`config.mk`:
```
export PLATFORM = sky130hd
export DESIGN_NAME = spi_slv16
export DESIGN_NICKNAME = d
export VERILOG_FILES = /design/src/rtl/spi_pkg.sv /design/src/rtl/spi_sync_edge.sv /design/src/rtl/spi_slv16.sv
export SDC_FILE = /design/constraint.sdc
export NUM_CORES = 1
export LEC_CHECK = 0
export CAP_MARGIN = 20
export CORE_ASPECT_RATIO = 2
export CORE_UTILIZATION = 35
export DETAILED_ROUTE_END_ITERATION = 10
export GPL_ROUTABILITY_DRIVEN = 1
export PLACE_DENSITY = 0.58
export RECOVER_POWER = 25
export REMOVE_ABC_BUFFERS = 1
export SYNTH_ARGS = -nofsm -noshare
export SYNTH_HDL_FRONTEND = slang
export SYNTH_HIERARCHICAL = 1
export SYNTH_SLANG_ARGS = --single-unit
```
`constraint.sdc`:
```
create_clock -name clk -period 5.6 [get_ports clk]
set_clock_uncertainty 0.1 [all_clocks]
set_input_delay 1.4 -clock clk [delete_from_list [all_inputs] [get_ports clk]]
set_output_delay 1.4 -clock clk [all_outputs]
set_load 0.05 [all_outputs]
```
`src/rtl/spi_pkg.sv`:
```
// Shared definitions for the 16-bit SPI slave: word width, counter sizing
// and the frame-level FSM state encoding.
package spi_pkg;

  localparam int SPI_WORD_W = 16;
  localparam int SPI_CNT_W  = 5;

  localparam logic [SPI_CNT_W-1:0] SPI_CNT_MAX  = 5'd31;
  localparam logic [SPI_CNT_W-1:0] SPI_CNT_FULL = 5'd16;

  typedef enum logic {
    IDLE   = 1'b0,
    ACTIVE = 1'b1
  } spi_state_e;

endpackage

```
`src/rtl/spi_sync_edge.sv`:
```
// Two-flop synchronizer followed by a history flop. A change between the
// synchronized level and the history flop is reported as a one-clk rise or
// fall pulse. All three flops preset to PRESET_VAL so an input idling at
// that level produces no edge when reset is released.
module spi_sync_edge #(
  parameter logic PRESET_VAL = 1'b1
) (
  input  logic clk,
  input  logic rst_n,
  input  logic async_i,
  output logic level_o,
  output logic rise_o,
  output logic fall_o
);

  logic meta_q;
  logic sync_q;
  logic hist_q;

  // Synchronizer chain plus history flop, all preset on reset
  always_ff @(posedge clk or negedge rst_n) begin
    if (!rst_n) begin
      meta_q <= PRESET_VAL;
      sync_q <= PRESET_VAL;
      hist_q <= PRESET_VAL;
    end else begin
      meta_q <= async_i;
      sync_q <= meta_q;
      hist_q <= sync_q;
    end
  end

  assign level_o = sync_q;
  assign rise_o  = sync_q & ~hist_q;
  assign fall_o  = ~sync_q & hist_q;

endmodule

```
`src/rtl/spi_slv16.sv`:
```
// 16-bit SPI slave, mode 3 style (SCLK idles high, data sampled at SCLK
// rise). All serial inputs are oversampled by clk. A frame opens on an SS_n
// fall, shifts one bit per SCLK rise and closes on an SS_n rise; only a
// frame of exactly 16 rises updates cmd/rdy, anything else flags frm_err.
module spi_slv16
  import spi_pkg::*;
(
  input  logic                  clk,
  input  logic                  rst_n,
  input  logic                  SS_n,
  input  logic                  SCLK,
  input  logic                  MOSI,
  output logic                  MISO,
  input  logic [SPI_WORD_W-1:0] tx_data,
  input  logic                  wrt_tx,
  output logic [SPI_WORD_W-1:0] cmd,
  output logic                  rdy,
  input  logic                  clr_rdy,
  output logic                  ovr,
  output logic                  frm_err
);

  spi_state_e state_q, state_d;

  logic [SPI_WORD_W-1:0] shiftReg_q, shiftReg_d;
  logic [SPI_WORD_W-1:0] txBuf_q, txBuf_d;
  logic [SPI_WORD_W-1:0] cmd_q, cmd_d;
  logic [SPI_CNT_W-1:0]  riseCnt_q, riseCnt_d;
  logic                  rdy_q, rdy_d;
  logic                  ovr_q, ovr_d;
  logic                  frmErr_q, frmErr_d;
  logic                  mosiMeta_q, mosiSync_q;
  logic [1:0]            settleCnt_q;
  logic                  armed_q;

  logic ssLevel, ssRise, ssFall;
  logic sclkLevel, sclkRise, sclkFall;
  logic loadShift, doShift, frameEnd, frameOk, misoD;
  logic unusedSclk;

  spi_sync_edge #(.PRESET_VAL(1'b1)) u_ssSync (
    .clk     (clk),
    .rst_n   (rst_n),
    .async_i (SS_n),
    .level_o (ssLevel),
    .rise_o  (ssRise),
    .fall_o  (ssFall)
  );

  spi_sync_edge #(.PRESET_VAL(1'b1)) u_sclkSync (
    .clk     (clk),
    .rst_n   (rst_n),
    .async_i (SCLK),
    .level_o (sclkLevel),
    .rise_o  (sclkRise),
    .fall_o  (sclkFall)
  );

  // SCLK falls and the raw SCLK level play no part in this protocol
  assign unusedSclk = sclkFall ^ sclkLevel;

  // MOSI only needs a plain two-flop synchronizer; it is stable around SCLK rise
  always_ff @(posedge clk or negedge rst_n) begin
    if (!rst_n) begin
      mosiMeta_q <= 1'b0;
      mosiSync_q <= 1'b0;
    end else begin
      mosiMeta_q <= MOSI;
      mosiSync_q <= mosiMeta_q;
    end
  end

  // Arm frame starts only once SS_n has been seen high after the synchronizer
  // has flushed its preset, so a select held low through reset is ignored
  always_ff @(posedge clk or negedge rst_n) begin
    if (!rst_n) begin
      settleCnt_q <= 2'd0;
      armed_q     <= 1'b0;
    end else begin
      if (settleCnt_q != 2'd3) begin
        settleCnt_q <= settleCnt_q + 2'd1;
      end
      if (settleCnt_q == 2'd3 && ssLevel) begin
        armed_q <= 1'b1;
      end
    end
  end

  // FSM state register
  always_ff @(posedge clk or negedge rst_n) begin
    if (!rst_n) begin
      state_q <= IDLE;
    end else begin
      state_q <= state_d;
    end
  end

  // FSM next state: SS_n fall opens a frame, SS_n rise closes it
  always_comb begin
    state_d = state_q;
    case (state_q)
      IDLE:    if (ssFall && armed_q) state_d = ACTIVE;
      ACTIVE:  if (ssRise)            state_d = IDLE;
      default: state_d = IDLE;
    endcase
  end

  // FSM outputs: load/shift strobes, frame-end strobe and MISO
  always_comb begin
    loadShift = 1'b0;
    doShift   = 1'b0;
    frameEnd  = 1'b0;
    misoD     = 1'b0;
    case (state_q)
      IDLE: begin
        loadShift = ssFall && armed_q;
      end
      ACTIVE: begin
        doShift  = sclkRise;
        frameEnd = ssRise;
        misoD    = shiftReg_q[SPI_WORD_W-1];
      end
      default: begin
        misoD = 1'b0;
      end
    endcase
  end

  assign MISO = misoD;

  // Datapath next state: tx buffer, shift register, rise counter and results
  always_comb begin
    txBuf_d    = wrt_tx ? tx_data : txBuf_q;
    shiftReg_d = shiftReg_q;
    riseCnt_d  = riseCnt_q;
    frameOk    = frameEnd && (riseCnt_q == SPI_CNT_FULL);
    cmd_d      = cmd_q;
    rdy_d      = rdy_q;
    ovr_d      = ovr_q;
    frmErr_d   = frmErr_q;

    if (loadShift) begin
      shiftReg_d = txBuf_d;
      riseCnt_d  = '0;
    end else if (doShift) begin
      shiftReg_d = {shiftReg_q[SPI_WORD_W-2:0], mosiSync_q};
      if (riseCnt_q != SPI_CNT_MAX) begin
        riseCnt_d = riseCnt_q + 5'd1;
      end
    end

    if (clr_rdy) begin
      rdy_d    = 1'b0;
      ovr_d    = 1'b0;
      frmErr_d = 1'b0;
    end

    if (frameOk) begin
      cmd_d = shiftReg_q;
      rdy_d = 1'b1;
      if (rdy_q && !clr_rdy) begin
        ovr_d = 1'b1;
      end
    end else if (frameEnd) begin
      frmErr_d = 1'b1;
    end
  end

  // Datapath registers
  always_ff @(posedge clk or negedge rst_n) begin
    if (!rst_n) begin
      shiftReg_q <= '0;
      txBuf_q    <= '0;
      riseCnt_q  <= '0;
      cmd_q      <= '0;
      rdy_q      <= 1'b0;
      ovr_q      <= 1'b0;
      frmErr_q   <= 1'b0;
    end else begin
      shiftReg_q <= shiftReg_d;
      txBuf_q    <= txBuf_d;
      riseCnt_q  <= riseCnt_d;
      cmd_q      <= cmd_d;
      rdy_q      <= rdy_d;
      ovr_q      <= ovr_d;
      frmErr_q   <= frmErr_d;
    end
  end

  assign cmd     = cmd_q;
  assign rdy     = rdy_q;
  assign ovr     = ovr_q;
  assign frm_err = frmErr_q;

endmodule

```
# Yosys cells after proc, flatten, opt, wreduce, memory -nomap -nowiden
# Cells that the tools add are included.
dict set report classes {
  muxes 21
  n_bitwise 7
  add_sub_neg 2
  reduce_logical 9
  eq_ne 4
}
# cell count
set op_table {}
lappend op_table {{16-bit two-way mux} 3}
lappend op_table {{5-bit two-way mux} 3}
lappend op_table {{1-bit two-way mux} 14}
lappend op_table {{2-bit nonzero test} 3}
lappend op_table {{5-bit by 1-bit adder with 5-bit output (second input constant)} 1}
lappend op_table {{5-bit == test (second input constant)} 1}
lappend op_table {{5-bit != test (second input constant)} 1}
lappend op_table {{1-bit logical AND} 4}
lappend op_table {{1-bit NOT} 4}
lappend op_table {{1-bit AND} 3}
lappend op_table {{2-bit by 1-bit adder with 2-bit output (second input constant)} 1}
lappend op_table {{2-bit == test (second input constant)} 1}
lappend op_table {{2-bit != test (second input constant)} 1}
lappend op_table {{1-bit case mux with 2 select lines} 1}
lappend op_table {{2-bit AND reduction} 1}
lappend op_table {{1-bit zero test} 1}
dict set report totals {
  out_inout_bits 20
  wordCells 61
  input_bits 23
  register_bits 68
}

# Depth between registers and ports, before layout
# Gate-level depths: netlist (run 1).
dict set report logic_depth {
  ltp_word 6
  mapped_depth 6
}

# By module
# Netlist (run 1), hierarchy kept.
# mod cells_per_inst instances area_each_um2 seq_area_each_um2
set modules_own_cells {}
lappend modules_own_cells {spi_slv16 171 1 2526.2 1551.5}
lappend modules_own_cells {spi_sync_edge 5 2 93.8 78.8}

# Least setup slack after synthesis (run 1)
# OpenSTA, ideal clock, no wires.
dict set report synth_timing {
  path_kind {input-to-reg}
  from {in wrt_tx}
  to {reg shiftReg_q[6]}
  arrival_time_ns 2.461
  path_buffers 2
  cell_stages 4
  setup_time_ns 0.127
  path_slack_ns 2.912
  cell_sequence {buf_2 buf_2 mux2_2 a221o_2}
}
dict set report synth_between {
  elab_chain_len 2
}
# element line_no
set synth_rtl {}
lappend synth_rtl {{start: declaration} spi_slv16.sv:15} ;# input logic wrt_tx,
lappend synth_rtl {{16-bit two-way mux} spi_slv16.sv:133} ;# txBuf_d = wrt_tx ? tx_data : txBuf_q;
lappend synth_rtl {{via txBuf_d[6]} spi_slv16.sv:26} ;# logic [SPI_WORD_W-1:0] txBuf_q, txBuf_d;
lappend synth_rtl {{16-bit two-way mux} spi_slv16.sv:142} ;# if (loadShift) begin
lappend synth_rtl {{end signal: assignment} spi_slv16.sv:180} ;# shiftReg_q <= shiftReg_d;
lappend synth_rtl {{end: declaration} spi_slv16.sv:25} ;# logic [SPI_WORD_W-1:0] shiftReg_q, shiftReg_d;
# The timed path passes the listed nets, and every way through them passes these cells.
# A chain may end at the register's enable or synchronous reset.

# Worst setup path after layout (run 1)
dict set report layout_timing {
  from {reg state_q}
  to {out MISO}
}
dict set report layout_between {
  elab_chain_len 1
}
# element line_no
set layout_rtl {}
lappend layout_rtl {{start: declaration} spi_slv16.sv:23} ;# spi_state_e state_q, state_d;
lappend layout_rtl {{start signal: assignment} spi_slv16.sv:94} ;# state_q <= state_d;
lappend layout_rtl {{1-bit two-way mux} spi_slv16.sv:114} ;# case (state_q)
lappend layout_rtl {{end: declaration} spi_slv16.sv:13} ;# output logic MISO,
# No other way between the ends.

==> impl_metrics.json, run 1 <==
{
  "status": "complete, no violations",
  "die_w_um": 64.2,
  "final_hold_viol_count": 0,
  "placed_cells": 309,
  "rsz0062_at_grt": "false",
  "port_buffers": 42,
  "r2r_end": "cmd[3]$_DFFE_PN0P_",
  "drtIter0Drc": 92,
  "clock_latency_ns": 0.33,
  "cts_tree": "done",
  "vias": 1659,
  "fp-row-count": 45,
  "min_path_cells": 0,
  "r2r_start": "state_q$_DFF_PN0_",
  "rrSetupSlack_ns": 3.07,
  "fin_nets": 253,
  "final_cells": 325,
  "cts_resized": 0,
  "routed_via_density": 5.10,
  "rr_worst_depth": 2,
  "slew_headroom_pct": 32.9,
  "power.density_nw_per_um2": 398,
  "ys_warn_count": 6,
  "crit_arrival_ns": 2.16,
  "fin_crit_sh_pct": 65.4,
  "slew_viol_final": 0,
  "cp_max_fo": 25,
  "hp-class": "reg -> reg",
  "die_height_um": 126,
  "synth_cells": 180,
  "firstDrtPassIters": 6,
  "grt_max_degree": 69,
  "period_needed_ns": 3.66,
  "io_pins": 43,
  "path_class": "reg -> out",
  "startpoint": "state_q$_DFF_PN0_",
  "cts_root_buf": "clkbuf_16",
  "start_util_pct": 35.9,
  "setup-violations-final": 0,
  "track_usage_pct": 14.5,
  "worst_ir_drop_vdd_mv": 0.200,
  "grt_pass1_wl_um": 8600,
  "place_ws_ns": 2.18,
  "drtAntennaViolNets": 0,
  "cp.required_ns": 4.10,
  "fmax_mhz": 273,
  "clk_pin_slew_worst_paths_ns": 0.05,
  "final_core_util_pct": 46.7,
  "grt_pass1_vias": 1728,
  "grt_antenna_before_repair": 0,
  "fillers": 717,
  "grt_overflow": 0,
  "worst_pin_slew_ns": 1.00,
  "place_congestion": 0.765,
  "start_kind": "flip-flop",
  "route.detailed.drc": 0,
  "syn-cell-area_um2": 2710,
  "cap_violations": 0,
  "cts_sinks": 68,
  "drive_above_1_share_pct": 26.4,
  "synth.avg_cell_area_um2": 15.0,
  "post_cts_buffers": 0,
  "worst_slack_ns": 1.94,
  "crit_end": "MISO",
  "end_kind": "primary output",
  "dp_hpwl_um": 3180,
  "wire_per_inst_um": 15.7,
  "dieArea_um2": 8110,
  "ctsHoldBuffers": 0,
  "cts_htree_levels": 3,
  "numCtsBuffers": 9,
  "cts.path.max_buffers": 2,
  "leakage_nw": 1.63,
  "setup-tns-final_ns": 0,
  "core_area_um2": 7540,
  "antenna_cells": 0,
  "synthToLayoutAreaGrowth_pct": 30.3,
  "routed_wl_um": 5120
}
## routing by layer
metal  global-route usage [%]  wire [µm]  part of all wire (%)
met1                     16.6       2130                    42
met2                     23.3       2640                    52
met3                     4.50        183                   3.6
met4                     8.63        159                   3.1
met5                        0          0                     0
## worst max-delay path, cell delays in order, from the launching register on
cell and delay [ns]:
dfrtp_1 0.80, and2_1 0.24, clkdlybuf4s50_1 0.80
## state kept, by name, indices dropped and copies added, names as in the netlist
signal,flops
mosiMeta_q,1
mosiSync_q,1
state_q,1
u_sclkSync/meta_q,1
u_sclkSync/hist_q,1
shiftReg_q,16
cmd,16
u_sclkSync/level_o,1
u_ssSync/level_o,1
rdy,1
u_ssSync/hist_q,1
txBuf_q,16
riseCnt_q,5
armed_q,1
settleCnt_q,2
ovr,1
u_ssSync/meta_q,1
frm_err,1
## power breakdown
| group | internal (W) | switching [W] | leakage, nW | total (W) |
|---|---|---|---|---|
| clock network | 0.000458 | 0.000193 | 0.173 | 0.000651 |
| registers | 0.000558 | 0.0000536 | 0.844 | 0.000612 |
| logic | 0.0000797 | 0.0000623 | 0.614 | 0.000142 |
| total | 0.00110 | 0.000309 | 1.63 | 0.00140 |
## cell usage in the layout, fill, tap and decap left out, types with 4 or more instances in the layout
cell type / instances
inv_1: 5
dfrtp_1: 62
ha_1: 4
clkbuf_16: 9
mux2_2: 33
a221o_1: 14
dfstp_2: 5
dlygate4sd3_1: 4
clkdlybuf4s50_1: 37
and3_1: 17
## cell type report
class                   count  area (µm²)  share of cell area (%)
well taps                  94         118                    3.34
inverters                   5        18.8                   0.532
multi-input cells          98         898                    25.5
clock buffers              12         256                    7.27
flip-flops and latches     68        1710                    48.5
repair buffers             44         430                    12.2
clock inverters             4        95.1                    2.70
## worst min path at each step
stage / from / to / slack, ns
3_3_place_gp: mosiMeta_q$_DFF_PN0_ / mosiSync_q$_DFF_PN0_ / 0.23
3_5_place_dp: mosiMeta_q$_DFF_PN0_ / mosiSync_q$_DFF_PN0_ / 0.24
2_1_floorplan: mosiMeta_q$_DFF_PN0_ / mosiSync_q$_DFF_PN0_ / 0.23
6_report: mosiMeta_q$_DFF_PN0_ / mosiSync_q$_DFF_PN0_ / 0.25
4_1_cts: mosiMeta_q$_DFF_PN0_ / mosiSync_q$_DFF_PN0_ / 0.25
5_1_grt: mosiMeta_q$_DFF_PN0_ / mosiSync_q$_DFF_PN0_ / 0.26
## metrics by stage
stage | area [µm²] | hold WS (ns) | total power [W]
final | 3530 | 0.254 | 0.00140
after global routing | 3530 | 0.260 | 0.00147
after CTS | 3540 | 0.248 | 0.00143
after detailed placement | 3190 | 0.236 | 0.000765
after global placement | 3190 | 0.233 | 0.000759
after floorplan | 2640 | 0.231 | 0.000695
Power figures use the tool's default switching activity.
==> inputs of run 2 (changes only) <==
==> constraint.sdc (replaced) <==
create_clock -name clk -period 3.6 [get_ports clk]
set_clock_uncertainty 0.1 [all_clocks]
set_input_delay 0.9 -clock clk [delete_from_list [all_inputs] [get_ports clk]]
set_output_delay 0.9 -clock clk [all_outputs]
set_load 0.05 [all_outputs]
==> run 2 against run 1 <==
Net effect: sequential share of layout area grew 0.42 points; largest power group is now sequential cells; clock power rose by 26%; hold slack lost 0.0093 ns; critical path type unchanged; via count shrank 0.18%; critical endpoint unchanged; global-route usage grew 0.55 points; combinational power increased by 70%; critical path depth unchanged; the run now ends with capacitance limit, slew limit left; worst setup slack worse by 0.96 ns; first-iteration DRC count is 65% lower; largest cell class unchanged; sequential cell count stayed put.
==> impl_metrics.json, run 2 (synthesis results as in run 1) <==
{
  "cp.required_ns": 2.60,
  "dp_hpwl_um": 3320,
  "worst_ir_drop_vdd_mv": 0.325,
  "end_kind": "primary output",
  "violations": "capacitance limit, slew limit",
  "rsz0062_at_grt": "false",
  "cts_resized": 0,
  "die_height_um": 126,
  "layout_common_cells": "dfrtp_1, clkdlybuf4s50_1, mux2_2",
  "design_area_um2": 3500,
  "rr_worst_depth": 4,
  "routed_via_density": 5.06,
  "vias": 1656,
  "ctsHoldBuffers": 0,
  "grt_max_degree": 37,
  "cts_tree": "done",
  "setup-violations-final": 0,
  "wire_per_inst_um": 16.1,
  "cts_htree_levels": 3,
  "crit_arrival_ns": 1.63,
  "clock_latency_ns": 0.33,
  "grt_overflow": 0,
  "final_hold_viol_count": 0,
  "status": "finished with violations",
  "fin_nets": 255,
  "drtAntennaViolNets": 0,
  "cp_max_fo": 3,
  "start_kind": "flip-flop",
  "placed_area_um2": 3210,
  "io_pins": 43,
  "track_usage_pct": 15.0,
  "grt_antenna_before_repair": 0,
  "numCtsBuffers": 9,
  "hp-class": "reg -> reg",
  "mostFrequentLayoutCell": "dfrtp_1",
  "synthToLayoutAreaGrowth_pct": 29.2,
  "period_needed_ns": 2.63,
  "route.detailed.drc": 0,
  "firstDrtPassIters": 4,
  "cts_sinks": 68,
  "place_congestion": 0.665,
  "grt_pass1_vias": 1686,
  "fin_crit_sh_pct": 73.0,
  "setup-tns-final_ns": 0,
  "leakage_nw": 1.61,
  "core_area_um2": 7540,
  "routed_wl_um": 5250,
  "antenna_cells": 0,
  "cts_root_buf": "clkbuf_16",
  "min_path_cells": 0,
  "post_cts_buffers": 0,
  "start_util_pct": 35.9,
  "slew_viol_final": 33,
  "rrSetupSlack_ns": 1.39,
  "cap_violations": 1,
  "grt_pass1_wl_um": 8650,
  "port_buffers": 42,
  "power.density_nw_per_um2": 573,
  "drive_above_1_share_pct": 25.8,
  "fmax_mhz": 381,
  "clk_pin_slew_worst_paths_ns": 0.05,
  "slew_headroom_pct": -25.3,
  "fp-row-count": 45,
  "die_w_um": 64.2,
  "cts.path.max_buffers": 2,
  "dieArea_um2": 8110,
  "path_class": "reg -> out",
  "worst_pin_slew_ns": 1.88,
  "drtIter0Drc": 32
}
-- run 2: cell types whose count changed in the layout (fill, tap and decap cells not counted), sizes merged --
cell           before  now
clkdlybuf4s50      37   38
clkbuf             12   16
bufinv              3    0
buf                 3    4
dlygate4sd3         4    3
-- run 2: power breakdown --
part	total, W	switching, W	leakage (nW)	internal [W]
clock network	0.000822	0.000301	0.140	0.000522
registers	0.000940	0.0000717	0.843	0.000868
logic	0.000242	0.000113	0.626	0.000129
-- run 2: routing by layer --
metal  track usage [%]  wire [µm]  vias to the layer above
li1                  -          -                      757
met1              17.9       2260                      846
met2              23.2       2660                       44
met3              3.42        196                        9
met4              11.4        136                        0
met5                 0          0                        -
-- run 2: worst max-delay path, cell delays in order (launching register included) --
cell and delay (ns):
dfrtp_1 0.37, and2_1 0.14, clkdlybuf4s50_1 0.79
-- run 2: area by class of cell --
type / count / area, µm²
Timing Repair Buffer: 46 / 457
Inverter: 5 / 18.8
Multi-Input combinational cell: 98 / 911
Tap cell: 94 / 118
Fill cell: 699 / 4050
Clock buffer: 15 / 278
Sequential cell: 68 / 1710
Clock inverter: 1 / 5.00
-- run 2: worst paths after layout --
| check | start | endpoint |
|---|---|---|
| max | shiftReg_q[15]$_DFFE_PN0P_ | MISO |
| min | mosiMeta_q$_DFF_PN0_ | mosiSync_q$_DFF_PN0_ |
| max in group asynchronous | rst_n | shiftReg_q[0]$_DFFE_PN0P_ |
| min in group asynchronous | rst_n | cmd[3]$_DFFE_PN0P_ |
| min reg2reg | mosiMeta_q$_DFF_PN0_ | mosiSync_q$_DFF_PN0_ |
| max reg2reg | state_q$_DFF_PN0_ | shiftReg_q[6]$_DFFE_PN0P_ |
-- run 2: per-stage QoR --
| step | util, % | total power (W) | instances | worst slack (ns) | hold WS (ns) |
|---|---|---|---|---|---|
| 6_report | 46.3 | 0.00200 | 327 | 0.973 | 0.244 |
| 5_1_grt | 46.3 | 0.00210 | 327 | 0.898 | 0.265 |
| 4_1_cts | 46.4 | 0.00204 | 327 | 0.951 | 0.246 |
| 3_5_place_dp | 42.6 | 0.00120 | 311 | 0.998 | 0.235 |
| 3_3_place_gp | 42.6 | 0.00119 | 311 | 1.01 | 0.234 |
| 2_1_floorplan | - | 0.00108 | 171 | 1.47 | 0.231 |
